--- src/rtl/mem_port_arbiter.sv ---
// Shares one single-port memory between instruction fetch (IF) and load/store (DM), DM first, one access in flight.
// Build with MEM_ARB_PERF_CNT_EN defined to add perf_*_cnt transaction/stall/timeout counters.
module mem_port_arbiter #(
    parameter int AW      = 32,
    parameter int DW      = 32,
    parameter int TIMEOUT = 64
) (
    input  logic              clk,
    input  logic              rst,
    input  logic              if_req,
    input  logic [AW-1:0]     if_addr,
    output logic              if_rvalid,
    output logic [DW-1:0]     if_rdata,
    input  logic              dm_req,
    input  logic              dm_we,
    input  logic [AW-1:0]     dm_addr,
    input  logic [DW-1:0]     dm_wdata,
    input  logic [DW/8-1:0]   dm_be,
    output logic              dm_rvalid,
    output logic [DW-1:0]     dm_rdata,
    output logic              err,
    output logic              stall,
    output logic              mem_req,
    output logic              mem_we,
    output logic [AW-1:0]     mem_addr,
    output logic [DW-1:0]     mem_wdata,
    output logic [DW/8-1:0]   mem_be,
    input  logic              mem_rvalid,
    input  logic [DW-1:0]     mem_rdata
`ifdef MEM_ARB_PERF_CNT_EN
    ,
    output logic [31:0]       perf_if_cnt,
    output logic [31:0]       perf_dm_cnt,
    output logic [31:0]       perf_stall_cnt,
    output logic [31:0]       perf_err_cnt
`endif
);
    localparam int CW = $clog2(TIMEOUT + 1);

    typedef enum logic [1:0] {IDLE, WAIT_IF, WAIT_DM, DONE} state_t;

    state_t        state_q;
    logic [CW-1:0] cnt_q;
    logic          expired;

    assign expired = (cnt_q == CW'(TIMEOUT));
    assign stall   = (if_req & ~if_rvalid) | (dm_req & ~dm_rvalid);

    always_ff @(posedge clk or negedge rst) begin
        if (!rst) begin
            state_q   <= IDLE;
            cnt_q     <= '0;
            mem_req   <= 1'b0;
            mem_we    <= 1'b0;
            mem_addr  <= '0;
            mem_wdata <= '0;
            mem_be    <= '0;
            if_rvalid <= 1'b0;
            if_rdata  <= '0;
            dm_rvalid <= 1'b0;
            dm_rdata  <= '0;
            err       <= 1'b0;
        end else begin
            mem_req   <= 1'b0;
            if_rvalid <= 1'b0;
            dm_rvalid <= 1'b0;
            err       <= 1'b0;
            case (state_q)
                IDLE: begin
                    // mem_rvalid here is a stray or post-timeout response and is dropped
                    if (dm_req) begin
                        mem_req   <= 1'b1;
                        mem_we    <= dm_we;
                        mem_addr  <= dm_addr;
                        mem_wdata <= dm_wdata;
                        mem_be    <= dm_we ? dm_be : '1;
                        state_q   <= WAIT_DM;
                    end else if (if_req) begin
                        mem_req   <= 1'b1;
                        mem_we    <= 1'b0;
                        mem_addr  <= if_addr;
                        mem_wdata <= '0;
                        mem_be    <= '1;
                        state_q   <= WAIT_IF;
                    end
                end
                WAIT_IF, WAIT_DM: begin
                    if (mem_rvalid || expired) begin
                        if (state_q == WAIT_IF) begin
                            if_rvalid <= 1'b1;
                            if_rdata  <= mem_rvalid ? mem_rdata : '0;
                        end else begin
                            dm_rvalid <= 1'b1;
                            dm_rdata  <= mem_rvalid ? mem_rdata : '0;
                        end
                        err     <= ~mem_rvalid;
                        cnt_q   <= '0;
                        state_q <= DONE;
                    end else if (!expired) begin
                        cnt_q <= cnt_q + CW'(1);
                    end
                end
                DONE:    state_q <= IDLE;
                default: state_q <= IDLE;
            endcase
        end
    end

`ifdef MEM_ARB_PERF_CNT_EN
    always_ff @(posedge clk or negedge rst) begin
        if (!rst) begin
            perf_if_cnt    <= '0;
            perf_dm_cnt    <= '0;
            perf_stall_cnt <= '0;
            perf_err_cnt   <= '0;
        end else begin
            if (if_rvalid) perf_if_cnt    <= perf_if_cnt + 32'd1;
            if (dm_rvalid) perf_dm_cnt    <= perf_dm_cnt + 32'd1;
            if (stall)     perf_stall_cnt <= perf_stall_cnt + 32'd1;
            if (err)       perf_err_cnt   <= perf_err_cnt + 32'd1;
        end
    end
`endif

endmodule

--- config.mk ---
export PLATFORM = sky130hd
export DESIGN_NAME = mem_port_arbiter
export DESIGN_NICKNAME = d
export VERILOG_FILES = /design/src/rtl/mem_port_arbiter.sv
export SDC_FILE = /design/constraint.sdc
export NUM_CORES = 1
export LEC_CHECK = 0
export BUFFER_PORTS_ARGS = -buffer_cell sky130_fd_sc_hd__buf_2
export CORE_MARGIN = 3
export CORE_UTILIZATION = 45
export DETAILED_ROUTE_END_ITERATION = 10
export GPL_TIMING_DRIVEN = 0
export PLACE_DENSITY_LB_ADDON = 0.3
export REMOVE_ABC_BUFFERS = 1
export SLEW_MARGIN = 20
export SYNTH_ARGS = -nofsm -noshare
export SYNTH_HDL_FRONTEND = slang
export SYNTH_SLANG_ARGS = --single-unit
export TNS_END_PERCENT = 1
--- constraint.sdc ---
create_clock -name clk -period 2.7 [get_ports clk]
set_input_delay 0.54 -clock clk [delete_from_list [all_inputs] [get_ports clk]]
set_output_delay 0.54 -clock clk [all_outputs]
set_load 0.005 [all_outputs]
Word level (Yosys, flattened, before mapping)
Index checks and enable logic that the tools add are counted.
{"block": "op_classes", "add_sub_neg": 1, "eq_ne": 7, "reduce_logical": 9, "n_bitwise": 7, "n_mux": 27}
{"cell": "32-bit 2-to-1 mux", "n": 5}
{"cell": "7-bit 2-to-1 mux", "n": 2}
{"cell": "1-bit 2-to-1 mux", "n": 13}
{"cell": "4-bit 2-to-1 mux", "n": 3}
{"cell": "7-bit by 1-bit adder with 7-bit output, second input constant", "n": 1}
{"cell": "7-bit == test, second input constant", "n": 1}
{"cell": "2-bit 2-to-1 mux", "n": 3}
{"cell": "2-bit case mux with 3 select lines", "n": 1}
{"cell": "2-bit AND reduction", "n": 3}
{"cell": "3-bit AND reduction", "n": 2}
{"cell": "2-bit == test, second input constant", "n": 2}
{"cell": "1-bit NOT", "n": 4}
{"cell": "3-bit != test, second input constant", "n": 1}
{"cell": "1-bit AND", "n": 2}
{"cell": "2-bit by 1-bit == test with 1-bit output, second input constant", "n": 1}
{"cell": "2-bit zero test", "n": 1}
{"cell": "2-bit by 1-bit != test with 1-bit output, second input constant", "n": 1}
{"cell": "2-bit != test, second input constant", "n": 1}
{"cell": "2-bit nonzero test", "n": 1}
{"cell": "2-bit OR reduction", "n": 1}
{"cell": "1-bit logical OR", "n": 1}
{"cell": "1-bit bitwise OR", "n": 1}
{"block": "totals", "out_inout_bits": 138, "wordCells": 63, "in_bits": 138, "reg_bits": 146}

Longest topological paths before layout
Gate-level depths: netlist (run 1).
{"block": "logic_depth", "depth_word": 4, "depth_mapped": 7}

Worst setup path before layout (run 1)
Ideal clock, no wire load.
{"block": "synth_timing", "path_type": "input -> register", "startpoint": "input port dm_req", "endpoint": "register mem_be[0]", "path_buffers": 2, "setup_slack_ps": 1046, "cell_stages": 5, "arrival_time_ps": 1532, "required_ps": 2579, "path_cell_list": "buf_2 o21ai_1 buf_2 inv_1 o22a_1"}
{"block": "synth_between", "elab_chain_len": 2}
{"element": "start: declaration", "line_no": "14", "source": "input logic dm_req,"}
{"element": "2-bit nonzero test (no line)"}
{"element": "2-bit AND reduction (no line)"}
{"element": "end signal: assignment", "line_no": "76", "source": "mem_be <= dm_we ? dm_be : '1;"}
{"element": "end: declaration", "line_no": "27", "source": "output logic [DW/8-1:0] mem_be,"}
Parallel ways exist; a longest one is shown, timed or not.
A chain may end at the register's enable or synchronous reset.

Worst setup path in the final report (run 1)
{"block": "layout_timing", "startpoint": "register state_q[0]", "endpoint": "register dm_rdata[20]"}
{"block": "layout_between", "elab_chain_len": 3}
{"element": "start: declaration", "line_no": "42", "source": "state_t state_q;"}
{"element": "start signal: assignment", "line_no": "51", "source": "state_q <= IDLE;"}
{"element": "start signal: assignment", "line_no": "77", "source": "state_q <= WAIT_DM;"}
{"element": "start signal: assignment", "line_no": "84", "source": "state_q <= WAIT_IF;"}
{"element": "2-bit by 1-bit == test with 1-bit output / 2-bit == test (equally long branches)", "line_no": "68, 89"}
{"element": "2-bit OR reduction / 1-bit NOT (equally long branches)"}
{"element": "3-bit AND reduction (no line) (*)"}
{"element": "end signal: assignment", "line_no": "94", "source": "dm_rdata <= mem_rvalid ? mem_rdata : '0;"}
{"element": "end: declaration", "line_no": "20", "source": "output logic [DW-1:0] dm_rdata,"}
Mark *: on every way between the ends. The rest lies on a longest branch, timed or not.

==> results.ini, run 1 <==
[finish]
fillers = 981
multi_input_area_mm2 = 0.00189
area_growth_pct = 36.1
fin_nets = 852
fin_area_mm2 = 0.00782
ff_latch_area_mm2 = 0.00365
diodes = 0
instances_no_fill = 889
drive_above_1_share = 0.441

[logic_synthesis]
synth_xor_area_frac = 0.00305
synthAdderAreaFrac = 0.0109
yosysTopAreaCellShare = 0.635
synthArstFlopShare = 1.00
netlist_area_mm2 = 0.00575
synthMuxAreaShare = 0.0616
synth-edff-count = 0
synth_top_area_cell = dfrtp_1
yosys.area_share.simple = 0.0492
synth_compound_area_frac = 0.200
synth.most_common_cell = dfrtp_1
netlist_top_cells_count = dfrtp_1 (146), a22o_1 (96), nand2_1 (41), o21ai_0 (39), mux2i_1 (32)
ys_ff_latch = 146
synth_area_per_cell_um2 = 13.0
synthCells = 441
ys_seq_area_frac = 0.635
ys.flop_type = dfrtp_1
synth_top_family_by_area = compound AO/OA/AOI/OAI gates
synth_cell_type_count = 31
synth_area_leaders = dfrtp_1 (64%), a22o_1 (15%), mux2i_1 (5.6%)
yosysWarnings = 0

[sta]
max_freq_mhz = 426
tightest_slew_ns = 1.03
drv_slew = 0
rsz0062_at_grt = no
fin_crit_sh = 0.869
slew-limit-headroom = 0.313
finClkSkew_ns = 0.0114
holdWs_ns = 0.00391
period_needed_ns = 2.35
setup_viol = 0
hold_viol = 0

[global_routing]
grt_max_degree = 107
grt_pass1_vias = 4944
grt_use_total = 0.226
antenna_found_initial = 0
overflow = 0
grt_pass1_wl_um = 25500

[power]
power.share.clock = 0.222
pwr-share-comb = 0.377
power_density_mw_per_mm2 = 1180
p_leak_nw = 4.18
seq_power_share = 0.401
p_int_w = 0.00611
switching_share = 0.335
switchingPower_w = 0.00308
max-vdd-ir-drop_uv = 553

[cts]
cts_htree_levels = 4
clkTransAtPathRegs_ns = 0.06
cts_made_buffers = 17
cts-root-buf = clkbuf_16
cts_tree = yes
max-clock-path-buffers = 2
cts_hold_repair.buffers = 0
clock-sinks = 146
clk_latency_ns = 0.42

[die]
initial_utilization = 0.469
die_h_um = 119
floorplan.rows = 40
core_area_mm2 = 0.0123
die_area_mm2 = 0.0142
io_pins = 276
die_w_um = 119

[drt]
firstDrtPassIters = 4
wire_per_inst_um = 17.7
drtIter0Drc = 279
avgViaCountPerCell = 5.24
finalWirelength_um = 15800
drc_errors = 0
drtAntennaViolNets = 0
dr_total_vias = 4654

[run]
cap_violations = 0

[placed_design]
place_hpwl_um = 11300
place.gp.congestion = 0.815
placed_area_mm2 = 0.00731
dpl.cell_count = 858
port_buffers = 275

[critical_path]
end_kind = register
crit_required_ns = 3.06
critPathKind = reg2reg
crit_fanout = 15
cpMaxStageDelayCell = ha_1
cp-start-kind = register
critPathMaxStageDelay_ns = 0.63
critical_path_arrival_ns = 2.70
crit_chain = inv_1, ha_1, inv_1, nor3_2, buf_4, buf_4, a22o_1

[run_status]
status = finished clean

[hold_path]
hold_path.class = in2async

==> final timing paths <==
path	start	end	slack [ns]	cells past startpoint
setup / recovery	state_q[0]	dm_rdata[20]	0.35	7
hold / removal	rst	dm_rdata[30]	0.004	1
setup reg to reg	state_q[0]	dm_rdata[20]	0.35	7
hold reg to reg	mem_addr[29]	mem_addr[29]	0.47	2
max in group asynchronous	rst	mem_addr[0]	1.91	2
min in group clk	dm_be[3]	mem_be[3]	0.34	2
==> power by group through the flow <==
| stage | Sequential, W | Combinational, W | Clock (W) |
|---|---|---|---|
| after CTS | 0.00368 | 0.00352 | 0.00208 |
| final | 0.00368 | 0.00347 | 0.00204 |
| after global placement | 0.00365 | 0.00327 | 0 |
| after detailed placement | 0.00367 | 0.00354 | 0 |
| after floorplan | 0.00375 | 0.00165 | 0 |
| after global routing | 0.00381 | 0.00380 | 0.00219 |
==> layer usage <==
metal / part of all wire / up-vias / routed length [um] / global-route usage
met5: 0 / - / 0 / 0
met4: 0.024 / 0 / 381 / 0.0898
met3: 0.071 / 27 / 1120 / 0.0741
met2: 0.52 / 171 / 8210 / 0.382
met1: 0.38 / 2312 / 6060 / 0.266
li1: - / 2144 / - / -
==> registers in the layout (all words and copies together), names as in the netlist <==
name and cells:
if_rvalid 1, mem_we 1, dm_rdata 32, mem_req 1, mem_wdata 32, state_q 2
if_rdata 32, err 1, cnt_q 7, dm_rvalid 1, mem_addr 32, mem_be 4
==> worst max-delay path: cells and delay by family, from the launching register on <==
kind	cells	cell delay [ns]
AO/OA/AOI/OAI	1	0.14
adder cells (fa/ha/maj)	1	0.63
buffers and inverters	4	0.72
flip-flops	1	0.37
AND/OR/NAND/NOR	1	0.42
==> cell usage in the layout (no fill, tap or decap), types with 4 or more instances in the layout <==
cell       count
buf_2        274
dfrtp_1      146
a22o_1        96
nand2_1       41
o21ai_0       39
mux2i_1       32
clkbuf_16     17
inv_1         12
clkbuf_1       6
ha_1           5
clkinv_2       5
nand3_1        4
nor2_1         4
o22a_1         4
buf_16         4
==> kinds of logic (layout without fill, tap and decap cells) <==
family | Yosys count | after routing
AND/OR/NAND/NOR | 58 | 58
buffers and inverters | 45 | 325
flip-flops | 146 | 146
multiplexers | 35 | 35
adder cells (fa/ha/maj) | 5 | 5
AO/OA/AOI/OAI | 150 | 150
XOR/XNOR | 2 | 2
==> repair_timing <==
item,4_1_cts,5_1_grt
setup buffers,0,0
resized for setup,1,0
hold endpoints to repair,0,0
endpoints found under the setup margin,4,0
==> layout make-up <==
type / count / share of cell area
clock inverters: 6 / 0.00416
multi-input cells: 250 / 0.241
clock buffers: 25 / 0.0608
inverters: 12 / 0.00576
well taps: 168 / 0.0269
flip-flops and latches: 146 / 0.467
repair buffers: 282 / 0.194
==> stage by stage <==
| step | power, W | utilization | TNS [ns] | setup WS, ns |
|---|---|---|---|---|
| 6_report | 0.00920 | 0.638 | 0 | 0.354 |
| 5_1_grt | 0.00979 | 0.638 | 0 | 0.150 |
| 4_1_cts | 0.00929 | 0.638 | 0 | 0.351 |
| 3_5_place_dp | 0.00721 | 0.597 | -2.80 | -0.453 |
| 3_3_place_gp | 0.00692 | 0.583 | -404.85 | -3.69 |
| 2_1_floorplan | 0.00540 | - | -106.02 | -1.68 |
No activity file was read; power rests on OpenSTA's default activity.
==> run 2, diff against run 1 <==
- CORE_UTILIZATION: 45 -> 30
==> run 2 against run 1 <==
Clock-buffer cell count down 7. Sequential power about the same. Largest cell class unchanged. Design area up 2.5%. Non-clock buffer count unchanged. Clock power up 19%. Clock skew about the same. Register-to-register slack about the same.
==> results.ini, run 2 (same netlist as run 1, synthesis figures left out) <==
[sta]
fin_crit_sh = 0.882  ; was 0.869
setup_viol = 0  ; unchanged
finClkSkew_ns = 0.0114  ; about the same
slew-limit-headroom = 0.295  ; was 0.313
tightest_slew_ns = 1.06  ; was 1.03 ns
period_needed_ns = 2.38  ; was 2.35 ns
hold_viol = 0  ; unchanged
drv_slew = 0  ; unchanged
rsz0062_at_grt = no  ; unchanged
max_freq_mhz = 420  ; was 426 MHz

[critical_path]
crit_chain = buf_2, inv_1, o22ai_1, buf_2  ; was inv_1, ha_1, inv_1, nor3_2, buf_4, buf_4, a22o_1
crit_required_ns = 2.16  ; was 3.06 ns
critPathKind = in2out  ; was reg2reg
cp-start-kind = input pin  ; was register
critPathMaxStageDelay_ns = 0.78  ; was 0.63 ns
cpMaxStageDelayCell = buf_2  ; was ha_1
path_buf_inv = 3  ; was 4
cp_common_cell = buf_2
critical_path_arrival_ns = 1.84  ; was 2.70 ns
end_kind = output pin  ; was register
crit_fanout = 37  ; was 15
crit_family = buffers and inverters  ; unchanged

[run_status]
status = finished clean  ; unchanged

[finish]
final_common_cell = buf_2  ; unchanged
area_growth_pct = 39.4  ; was 36.1%
post-route-util = 0.427  ; was 0.638
instances_no_fill = 955  ; was 889
fillers = 1825  ; was 981
drive_above_1_share = 0.449  ; was 0.441
fin_area_mm2 = 0.00802  ; was 0.00782 mm^2
diodes = 0  ; unchanged
layout_common_cells = buf_2 (274), dfrtp_1 (146), a22o_1 (96), nand2_1 (41), o21ai_0 (39)  ; unchanged
fin_nets = 852  ; unchanged

[cts]
cts_hold_repair.buffers = 0  ; unchanged
cts_tree = yes  ; unchanged
cts_made_buffers = 17  ; unchanged
cts_htree_levels = 4  ; unchanged
max-clock-path-buffers = 2  ; unchanged
clkTransAtPathRegs_ns = 0.06  ; about the same
clock-sinks = 146  ; unchanged
cts_setup_buffers = 0  ; unchanged
clk_latency_ns = 0.41  ; was 0.42 ns
cts-root-buf = clkbuf_16  ; unchanged

[drt]
finalWirelength_um = 15400  ; was 15800 um
drtIter0Drc = 168  ; was 279
wire_per_inst_um = 16.1  ; was 17.7 um
avgViaCountPerCell = 4.71  ; was 5.24
drc_errors = 0  ; unchanged
dr_total_vias = 4496  ; was 4654
firstDrtPassIters = 4  ; unchanged
drtAntennaViolNets = 0  ; unchanged

[run]
cap_violations = 0  ; unchanged

[global_routing]
overflow = 0  ; unchanged
antenna_found_initial = 0  ; unchanged
grt_max_degree = 88  ; was 107
grt_pass1_wl_um = 23600  ; was 25500 um
grt_pass1_vias = 4522  ; was 4944
grt_use_total = 0.142  ; was 0.226

[die]
die_area_mm2 = 0.0209  ; was 0.0142 mm^2
initial_utilization = 0.306  ; was 0.469
core_area_mm2 = 0.0188  ; was 0.0123 mm^2
floorplan.rows = 50  ; was 40
die_h_um = 144  ; was 119 um
io_pins = 276  ; unchanged
die_w_um = 144  ; was 119 um

[power]
max-vdd-ir-drop_uv = 482  ; was 553 uV
p_leak_nw = 4.23  ; was 4.18 nW
power_density_mw_per_mm2 = 1190  ; was 1180 mW/mm^2
finalPower_w = 0.00952  ; was 0.00920 W

[placed_design]
place.gp.congestion = 0.750  ; was 0.815
port_buffers = 275  ; unchanged
place_hpwl_um = 10800  ; was 11300 um
placed_area_mm2 = 0.00740  ; was 0.00731 mm^2
dpl.cell_count = 924  ; was 858

[hold_path]
hold_path.class = in2async  ; unchanged

[run 2: cell count changes in the layout (fill, tap and decap cells not counted)]
| cell | change |
|---|---|
| clkinv_2 | -4 |
| nor3_4 | +1 |
| inv_8 | +1 |
| clkbuf_8 | -1 |
| nor3_2 | -1 |
| inv_6 | +4 |
| clkinvlp_4 | +2 |
| clkinv_4 | +1 |
| bufinv_16 | +3 |
| clkbuf_1 | -6 |
[run 2: timing repair]
| action | CTS | global route |
|---|---|---|
| hold endpoints to repair | 0 | 0 |
| resized for setup | 0 | 1 |
| endpoints found under the setup margin | 0 | 3 |
[run 2: worst paths after layout]
| path | slack (ns) | end | cells past startpoint | from |
|---|---|---|---|---|
| worst max-delay path | 0.32 | stall | 4 | dm_req |
| worst min-delay path | 0.04 | dm_rdata[25] | 1 | rst |
| worst max register to register | 0.35 | dm_rdata[11] | 7 | state_q[0] |
| worst min register to register | 0.47 | mem_addr[2] | 2 | mem_addr[2] |
| max in group asynchronous | 1.88 | mem_be[0] | 2 | rst |
| min in group clk | 0.34 | mem_be[3] | 2 | dm_be[3] |
[run 2: per-stage QoR]
step | setup slack (ns) | setup TNS, ns | hold WS [ns]
6_report | 0.319 | 0 | 0.0412
5_1_grt | 0.157 | 0 | 0.0580
4_1_cts | 0.160 | 0 | 0.0470
3_5_place_dp | -0.0584 | -0.213 | 0.462
3_3_place_gp | -4.24 | -477.55 | 0.456
2_1_floorplan | -1.68 | -106.02 | 0.244
[run 2: metal layers]
metal / GRT usage / routed length [um] / vias up
li1: - / - / 2158
met1: 0.183 / 6640 / 2167
met2: 0.228 / 7510 / 151
met3: 0.0417 / 922 / 20
met4: 0.0535 / 284 / 0
met5: 0 / 0 / -
[run 2: area by class of cell]
class	instances	area, um^2	share of cell area
clock buffers	18	439	0.0548
flip-flops and latches	146	3650	0.456
inverters	12	45.0	0.00562
multi-input cells	250	1890	0.236
clock inverters	13	173	0.0215
well taps	234	293	0.0365
repair buffers	282	1520	0.189
[run 2: power by group]
part	internal (W)	switching [W]	leakage, nW
combinational	0.00175	0.00170	2.10
clock	0.00149	0.000934	0.292
sequential	0.00315	0.000492	1.83
total	0.00640	0.00313	4.23
==> run 3, diff against run 2 <==
- CORE_MARGIN: 3 -> not set
- RECOVER_POWER: not set -> 100
==> run 3 against run 2 <==
Cell count increased by 0.10%. Global-route usage rose by 1.6 points. First-iteration DRC count grew 17%. Design area decreased by 2.5%. Sequential power is essentially flat. Setup slack got worse by 0.12 ns. Non-clock buffer count did not move.
==> results.ini, run 3 (same netlist as run 1, synthesis figures left out) <==
[drt]
drtAntennaViolNets = 0  ; unchanged
drtIter0Drc = 197  ; was 168
dr_total_vias = 4486  ; was 4496
finalWirelength_um = 15200  ; was 15400 um
wire_per_inst_um = 15.9  ; was 16.1 um
drc_errors = 0  ; unchanged
firstDrtPassIters = 6  ; was 4
avgViaCountPerCell = 4.69  ; was 4.71

[die]
initial_utilization = 0.306  ; unchanged
io_pins = 276  ; unchanged
floorplan.rows = 50  ; unchanged
die_area_mm2 = 0.0197  ; was 0.0209 mm^2
die_w_um = 140  ; was 144 um
die_h_um = 140  ; was 144 um
core_area_mm2 = 0.0188  ; unchanged

[placed_design]
placed_area_mm2 = 0.00740  ; about the same
place.gp.congestion = 0.772  ; was 0.750
place_hpwl_um = 10400  ; was 10800 um
port_buffers = 275  ; unchanged

[global_routing]
grt_pass1_vias = 4526  ; was 4522
grt_use_total = 0.158  ; was 0.142
grt_pass1_wl_um = 24200  ; was 23600 um
antenna_found_initial = 0  ; unchanged
overflow = 0  ; unchanged
grt_max_degree = 96  ; was 88

[sta]
fin_tns_setup_ns = 0  ; unchanged
drv_slew = 0  ; unchanged
max_freq_mhz = 400  ; was 420 MHz
fin_crit_sh = 0.926  ; was 0.882
rsz0062_at_grt = no  ; unchanged
slew-limit-headroom = 0.0997  ; was 0.295
finClkSkew_ns = 0.0120  ; was 0.0114 ns
tightest_slew_ns = 1.35  ; was 1.06 ns
setup_viol = 0  ; unchanged
period_needed_ns = 2.50  ; was 2.38 ns
hold_viol = 0  ; unchanged

[hold_path]
min_path_cells = 2
hold_path.class = in2reg  ; was in2async

[cts]
cts_resized = 0  ; unchanged
cts_tree = yes  ; unchanged
cts_hold_repair.buffers = 0  ; unchanged
clk_latency_ns = 0.42  ; was 0.41 ns
cts_made_buffers = 17  ; unchanged
clkTransAtPathRegs_ns = 0.06  ; about the same
cts-root-buf = clkbuf_16  ; unchanged
cts_setup_buffers = 0  ; unchanged
clock-sinks = 146  ; unchanged
max-clock-path-buffers = 2  ; unchanged
cts_htree_levels = 4  ; unchanged

[finish]
layout_common_cells = buf_2 (190), dfrtp_1 (146), a22o_1 (96), clkbuf_1 (82), nand2_1 (41)  ; was buf_2 (274), dfrtp_1 (146), a22o_1 (96), nand2_1 (41), o21ai_0 (39)
area_growth_pct = 35.9  ; was 39.4%
fin_nets = 852  ; unchanged
final_common_cell = buf_2  ; unchanged
drive_above_1_share = 0.334  ; was 0.449
fin_area_mm2 = 0.00781  ; was 0.00802 mm^2
diodes = 0  ; unchanged

[critical_path]
cp-start-kind = input pin  ; unchanged
reg2regPathDepth = 8  ; was 7
critPathKind = in2out  ; unchanged
critical_path_arrival_ns = 1.96  ; was 1.84 ns
crit_fanout = 37  ; unchanged
crit_required_ns = 2.16  ; about the same
end_kind = output pin  ; unchanged

[run]
cap_violations = 0  ; unchanged

[power]
pwr-share-comb = 0.349  ; was 0.362
switchingPower_w = 0.00318  ; was 0.00313 W
max-vdd-ir-drop_uv = 503  ; was 482 uV
switching_share = 0.346  ; was 0.328
power_density_mw_per_mm2 = 1180  ; was 1190 mW/mm^2
seq_power_share = 0.398  ; was 0.383
p_leak_nw = 3.90  ; was 4.23 nW
power.share.clock = 0.253  ; was 0.255
finalPower_w = 0.00919  ; was 0.00952 W
p_int_w = 0.00601  ; was 0.00640 W

[run_status]
status = finished clean  ; unchanged

[run 3: cell types whose count changed in the layout (fill, tap and decap cells not counted), sizes merged]
cell and change:
buf -86, clkbuf +86, bufinv -2, clkinv +1
clkinvlp +1, inv +1
[run 3: final cells by class]
| type | instances | area (um^2) |
|---|---|---|
| repair buffers | 282 | 1360 |
| multi-input cells | 250 | 1870 |
| clock buffers | 18 | 439 |
| clock inverters | 14 | 146 |
| well taps | 234 | 293 |
| fillers | 1875 | 11000 |
| inverters | 12 | 45.0 |
| flip-flops and latches | 146 | 3650 |
[run 3: metal layers]
| metal | vias up | GRT usage | wire length (um) |
|---|---|---|---|
| met5 | - | 0 | 0 |
| li1 | 2155 | - | - |
| met2 | 154 | 0.253 | 7370 |
| met1 | 2157 | 0.206 | 6760 |
| met3 | 20 | 0.0352 | 777 |
| met4 | 0 | 0.0664 | 314 |
[run 3: through the flow]
stage	worst slack, ns	hold WS, ns	cells	utilization
after global routing	0.0528	0.320	956	0.416
after floorplan	-1.68	0.244	408	-
after CTS	0.201	0.0312	956	0.426
after detailed placement	-0.0758	0.465	924	0.394
final	0.199	0.332	956	0.416
after global placement	-4.43	0.458	917	0.386
[run 3: path summary, 6_finish.rpt]
kind	to	slack, ns	start
worst max-delay path	stall	0.20	dm_req
worst min-delay path	mem_be[2]	0.33	dm_be[2]
worst max register to register	dm_rdata[20]	0.28	state_q[0]
worst min register to register	mem_addr[4]	0.47	mem_addr[4]
max in group asynchronous	mem_wdata[9]	1.19	rst
min in group asynchronous	dm_rdata[9]	0.41	rst
[run 3: power groups by stage]
stage	clock network, W	registers [W]	logic [W]
floorplan	0	0.00375	0.00165
global placement	0	0.00364	0.00331
detailed placement	0	0.00363	0.00354
CTS	0.00240	0.00363	0.00352
global route	0.00249	0.00379	0.00358
finish	0.00233	0.00365	0.00321
[run 3: worst max-delay path, cell delays in order]
cell and delay [ns]:
clkbuf_2 0.84, inv_1 0.14, o22ai_1 0.27, clkbuf_1 0.15
